<file path="src/rtl/pong_game_sequencer.sv">
// Pong match controller: IDLE/SERVE/PLAY/OVER sequencing, game-step strobes
// derived from the frame tick, serve delay and score keeping.
module pong_game_sequencer #(
    parameter int STEP_DIV     = 2,
    parameter int SERVE_FRAMES = 60,
    parameter int WIN_SCORE    = 7,
    parameter int SCORE_W      = 4
) (
    input  logic               clk,
    input  logic               rst_n,
    input  logic               frame_tick,
    input  logic               start_btn,
    input  logic               player_point,
    input  logic               opp_point,
    output logic               step,
    output logic               ball_center,
    output logic               serve_dir,
    output logic [SCORE_W-1:0] player_score,
    output logic [SCORE_W-1:0] opp_score,
    output logic [1:0]         state,
    output logic               game_over
);

    localparam logic [1:0] ST_IDLE  = 2'd0;
    localparam logic [1:0] ST_SERVE = 2'd1;
    localparam logic [1:0] ST_PLAY  = 2'd2;
    localparam logic [1:0] ST_OVER  = 2'd3;

    localparam int DIV_W = (STEP_DIV > 1) ? $clog2(STEP_DIV) : 1;
    localparam int SRV_W = (SERVE_FRAMES > 1) ? $clog2(SERVE_FRAMES) : 1;

    localparam logic [DIV_W-1:0]   DIV_LAST = DIV_W'(STEP_DIV - 1);
    localparam logic [SRV_W-1:0]   SRV_LAST = SRV_W'(SERVE_FRAMES - 1);
    localparam logic [SCORE_W-1:0] WIN      = SCORE_W'(WIN_SCORE);

    logic [1:0]         state_q, state_d;
    logic [SCORE_W-1:0] player_score_q, player_score_d;
    logic [SCORE_W-1:0] opp_score_q, opp_score_d;
    logic               step_q, step_d;
    logic               ball_center_q, ball_center_d;
    logic               serve_dir_q, serve_dir_d;
    logic               game_over_q, game_over_d;
    logic [DIV_W-1:0]   div_q, div_d;
    logic [SRV_W-1:0]   serve_cnt_q, serve_cnt_d;
    logic               start_prev_q, start_prev_d;

    logic               start_edge;
    logic [SCORE_W-1:0] player_score_inc;
    logic [SCORE_W-1:0] opp_score_inc;

    always_comb begin
        start_edge       = start_btn & ~start_prev_q;
        player_score_inc = (player_point && player_score_q != WIN) ?
                           player_score_q + 1'b1 : player_score_q;
        opp_score_inc    = (opp_point && opp_score_q != WIN) ?
                           opp_score_q + 1'b1 : opp_score_q;

        state_d        = state_q;
        player_score_d = player_score_q;
        opp_score_d    = opp_score_q;
        step_d         = 1'b0;
        ball_center_d  = 1'b0;
        serve_dir_d    = serve_dir_q;
        div_d          = div_q;
        serve_cnt_d    = serve_cnt_q;
        start_prev_d   = start_btn;

        case (state_q)
            ST_IDLE, ST_OVER: begin
                if (start_edge) begin
                    state_d        = ST_SERVE;
                    player_score_d = '0;
                    opp_score_d    = '0;
                    serve_dir_d    = 1'b1;
                    ball_center_d  = 1'b1;
                    serve_cnt_d    = '0;
                end
            end
            ST_SERVE: begin
                if (frame_tick) begin
                    if (serve_cnt_q == SRV_LAST) begin
                        state_d     = ST_PLAY;
                        serve_cnt_d = '0;
                        div_d       = '0;
                    end else begin
                        serve_cnt_d = serve_cnt_q + 1'b1;
                    end
                end
            end
            ST_PLAY: begin
                // A point takes priority over a step falling on the same tick.
                if (player_point || opp_point) begin
                    player_score_d = player_score_inc;
                    opp_score_d    = opp_score_inc;
                    if (player_point && !opp_point) begin
                        serve_dir_d = 1'b0;
                    end else if (opp_point && !player_point) begin
                        serve_dir_d = 1'b1;
                    end
                    if (player_score_inc == WIN || opp_score_inc == WIN) begin
                        state_d = ST_OVER;
                    end else begin
                        state_d       = ST_SERVE;
                        serve_cnt_d   = '0;
                        ball_center_d = 1'b1;
                    end
                end else if (frame_tick) begin
                    if (div_q == DIV_LAST) begin
                        div_d  = '0;
                        step_d = 1'b1;
                    end else begin
                        div_d = div_q + 1'b1;
                    end
                end
            end
            default: state_d = ST_IDLE;
        endcase

        game_over_d = (state_d == ST_OVER);
    end

    always_ff @(posedge clk or negedge rst_n) begin
        if (!rst_n) begin
            state_q        <= ST_IDLE;
            player_score_q <= '0;
            opp_score_q    <= '0;
            step_q         <= 1'b0;
            ball_center_q  <= 1'b0;
            serve_dir_q    <= 1'b1;
            game_over_q    <= 1'b0;
            div_q          <= '0;
            serve_cnt_q    <= '0;
            start_prev_q   <= 1'b0;
        end else begin
            state_q        <= state_d;
            player_score_q <= player_score_d;
            opp_score_q    <= opp_score_d;
            step_q         <= step_d;
            ball_center_q  <= ball_center_d;
            serve_dir_q    <= serve_dir_d;
            game_over_q    <= game_over_d;
            div_q          <= div_d;
            serve_cnt_q    <= serve_cnt_d;
            start_prev_q   <= start_prev_d;
        end
    end

    assign step         = step_q;
    assign ball_center  = ball_center_q;
    assign serve_dir    = serve_dir_q;
    assign player_score = player_score_q;
    assign opp_score    = opp_score_q;
    assign state        = state_q;
    assign game_over    = game_over_q;

endmodule

</file>
<file path="config.mk">
export PLATFORM = sky130hd
export DESIGN_NAME = pong_game_sequencer
export DESIGN_NICKNAME = d
export VERILOG_FILES = /design/src/rtl/pong_game_sequencer.sv
export SDC_FILE = /design/constraint.sdc
export NUM_CORES = 1
export LEC_CHECK = 0
export ABC_AREA = 1
export CAP_MARGIN = 10
export CORE_MARGIN = 2
export CORE_UTILIZATION = 45
export DETAILED_ROUTE_END_ITERATION = 8
export HOLD_SLACK_MARGIN = 0.1
export MAX_ROUTING_LAYER = met4
export PLACE_DENSITY = 0.73
export SETUP_SLACK_MARGIN = 0.15
export SLEW_MARGIN = 20
export SYNTH_ARGS = -nofsm -noshare
export SYNTH_HDL_FRONTEND = slang
export SYNTH_SLANG_ARGS = --single-unit
</file>
<file path="constraint.sdc">
create_clock -name clk -period 2.9 [get_ports clk]
set_clock_uncertainty 0.2 [all_clocks]
set_input_delay 0.87 -clock clk [delete_from_list [all_inputs] [get_ports clk]]
set_output_delay 0.87 -clock clk [all_outputs]
set_load 0.005 [all_outputs]
</file>
==> impl_metrics.json <==
{
  "status": "finished with violations",
  "violations": "design-rule violations",
  "startpoint": "opp_point",
  "synthTopCellsByCount": "nand2_1, inv_1, dfrtp_1",
  "finalHoldViolations": 0,
  "dr.pass1.iters": 6,
  "p_sw_mw": 0.345,
  "ys_types": 25,
  "syn_nets": 189,
  "crit_type": "in -> reg",
  "dieHeight_um": 58.7,
  "cp_max_fo": 12,
  "p_leak_nw": 0.789,
  "cp-end-kind": "flop",
  "antennaDiodeCount": 0,
  "post-route-cell-area_mm2": 0.00165,
  "synth_edf_count": 0,
  "dieArea_mm2": 0.00345,
  "fin_crit_ps": 2480,
  "slew_headroom": 0.616,
  "fmax_ghz": 0.403,
  "clk_path_buf_depth": 2,
  "p_seq_frac": 0.403,
  "antenna_found_initial": 0,
  "gp_congestion": 0.870,
  "grt_max_degree": 14,
  "fp.dieW_um": 58.7,
  "port-buffer-count": 19,
  "drc": 1,
  "seq_area_um2": 552,
  "clock_latency_ps": 320,
  "setup.worst_path.start_class": "primary input",
  "synth_area_mm2": 0.00135,
  "track_usage": 0.202,
  "fin_crit_sh": 0.856,
  "totalWireLength_um": 2920,
  "synth_area_leaders": "dfrtp_1, nand2_1, inv_1",
  "grt_pass1_vias": 1243,
  "grt-ovfl-total": 0,
  "worst_pin_slew_ps": 574,
  "cts_sinks": 22,
  "synth_ff_type": "dfrtp_1",
  "worstSetupEndpoint": "serve_cnt_q[1]$_DFFE_PN0P_",
  "design_power_total_mw": 0.987,
  "hpwl_um": 2290,
  "core_mm2": 0.00281,
  "switching_share": 0.349,
  "drt_iter0_drc": 54,
  "htreeDepth": 1,
  "cts.clk_slew.worst_paths_ps": 130,
  "pwr-share-comb": 0.357,
  "cts_resized": 0,
  "netlist.area_leader.share": 0.390,
  "netlist_instances": 175,
  "drv_cap": 0,
  "cp_data_required_time_ps": 2950,
  "ir_drop_v": 0.000362,
  "cts_root_buffer": "clkbuf_4",
  "use_met3": 0.0198,
  "met1_usage": 0.256,
  "cts_tree": "done",
  "yosys_warnings": 0,
  "r2r_slack_ps": 680,
  "ys_ff_latch": 22,
  "pin_count": 20,
  "cts_made_buffers": 3,
  "yosysMostFrequentCell": "nand2_1",
  "clkPwrFrac": 0.240,
  "syn_to_final_growth_pct": 22.5,
  "r2r_cells": 10,
  "powerDensity_mw_per_mm2": 599,
  "synth_largest_area_cell": "dfrtp_1",
  "busiest_layer": "met2",
  "drive_above_1_share": 0.0945,
  "cts_setup_buffers": 0,
  "r2r-end": "serve_cnt_q[1]$_DFFE_PN0P_",
  "fillers": 240,
  "cp.arrival_ps": 2530,
  "final.setup.tns_ps": 0,
  "ys_async_sr_fraction": 1.00,
  "finalSetupViolations": 0,
  "hold_path_class": "reg -> reg",
  "internal-power_mw": 0.643,
  "grt_pass1_wl_um": 5200,
  "wl_per_cell_um": 12.6,
  "multi_input_area_um2": 666,
  "vias_per_cell": 5.57,
  "hold_buffers": 0,
  "maxSlewViolCount": 0,
  "vias": 1293,
  "rr_startpoint": "opp_score[0]$_DFFE_PN0P_",
  "syn_avg_cell_area_um2": 7.69,
  "rows": 19,
  "ant_nets": 0,
  "yosysSeqAreaShare": 0.410,
  "use_met2": 0.321,
  "initial_utilization": 0.480,
  "place_area_mm2": 0.00160,
  "final_nets": 216,
  "rsz0062_at_grt": "no"
}
==> placed cells by master, fill, tap and decap left out <==
| cell type | count |
|---|---|
| nand3_2 | 2 |
| clkdlybuf4s50_1 | 19 |
| a21oi_1 | 9 |
| buf_4 | 5 |
| nand3_1 | 13 |
| o211ai_1 | 1 |
| nand2_1 | 40 |
| nor2_2 | 1 |
| dfstp_2 | 1 |
| dfrtp_1 | 21 |
| o22ai_1 | 8 |
| clkbuf_4 | 3 |
| inv_1 | 30 |
| o21ai_1 | 5 |
| nor2_1 | 10 |
| o21ai_0 | 7 |
| ha_1 | 8 |
| bufinv_16 | 1 |
| nand4_1 | 4 |
| nand2_2 | 3 |
| a21oi_2 | 1 |
| a22oi_1 | 1 |
| a21oi_4 | 1 |
| nor4_1 | 1 |
| nor3_1 | 3 |
| xor2_1 | 2 |
| o21ai_2 | 1 |
==> stage by stage <==
stage                      util  hold slack [ps]  setup slack [ps]  instances
after floorplan               -              289               570        175
after global placement    0.569              331               173        228
after detailed placement  0.569              329               109        228
after CTS                 0.588              346               448        232
after global routing      0.588              379               277        232
final                     0.588              338               418        232
==> flip-flops by register name, indices dropped and copies added (netlist names) <==
register,cells
ball_center,1
div_q,1
game_over,1
opp_score,4
player_score,4
serve_cnt_q,6
serve_dir,1
start_prev_q,1
state,2
step,1
==> cell families after synthesis <==
| group | Yosys count | share of synthesized area |
|---|---|---|
| buffers and inverters | 32 | 0.0957 |
| xor gates and xnor gates | 2 | 0.0130 |
| and+or+nand+nor | 77 | 0.256 |
| adders and majority gates | 8 | 0.0744 |
| AOI/OAI and AO/OA | 34 | 0.151 |
| DFF | 22 | 0.410 |
==> power by group through the flow <==
| stage | clock network, mW | logic (mW) | registers (mW) |
|---|---|---|---|
| after CTS | 0.244 | 0.352 | 0.399 |
| after floorplan | 0 | 0.247 | 0.396 |
| after detailed placement | 0 | 0.350 | 0.405 |
| after global placement | 0 | 0.338 | 0.401 |
| after global routing | 0.252 | 0.405 | 0.406 |
| final | 0.237 | 0.352 | 0.398 |
==> layer usage <==
metal,part of all wire,up-vias
met1,0.43,604
met5,0,-
met2,0.49,51
li1,-,627
met3,0.047,11
met4,0.033,0
==> final cells by class <==
cell class / instances / area share
tap: 31 / 0.0235
clock inverter: 1 / 0.0182
inverter: 30 / 0.0683
timing repair buffer: 24 / 0.138
multi-input combinational: 121 / 0.404
clock buffer: 3 / 0.0137
sequential: 22 / 0.335
==> worst min-delay path by stage <==
| stage | start | endpoint | slack, ps | cells past startpoint |
|---|---|---|---|---|
| after detailed placement | div_q$_DFFE_PN0P_ | step$_DFF_PN0_ | 330 | 2 |
| after CTS | start_prev_q$_DFF_PN0_ | ball_center$_DFF_PN0_ | 350 | 3 |
| final | start_prev_q$_DFF_PN0_ | ball_center$_DFF_PN0_ | 340 | 3 |
| after global routing | div_q$_DFFE_PN0P_ | step$_DFF_PN0_ | 380 | 2 |
| after global placement | start_prev_q$_DFF_PN0_ | ball_center$_DFF_PN0_ | 330 | 3 |
| after floorplan | start_prev_q$_DFF_PN0_ | ball_center$_DFF_PN0_ | 290 | 3 |
==> worst max-delay path: stages <==
cell and delay (ps):
clkdlybuf4s50_1 510, o21ai_2 100, o21ai_0 290, nor2_1 110, nand2_2 90, nand2_2 60
a21oi_4 280, nand3_1 110, o21ai_1 100
(Power assumes the default switching activity.)
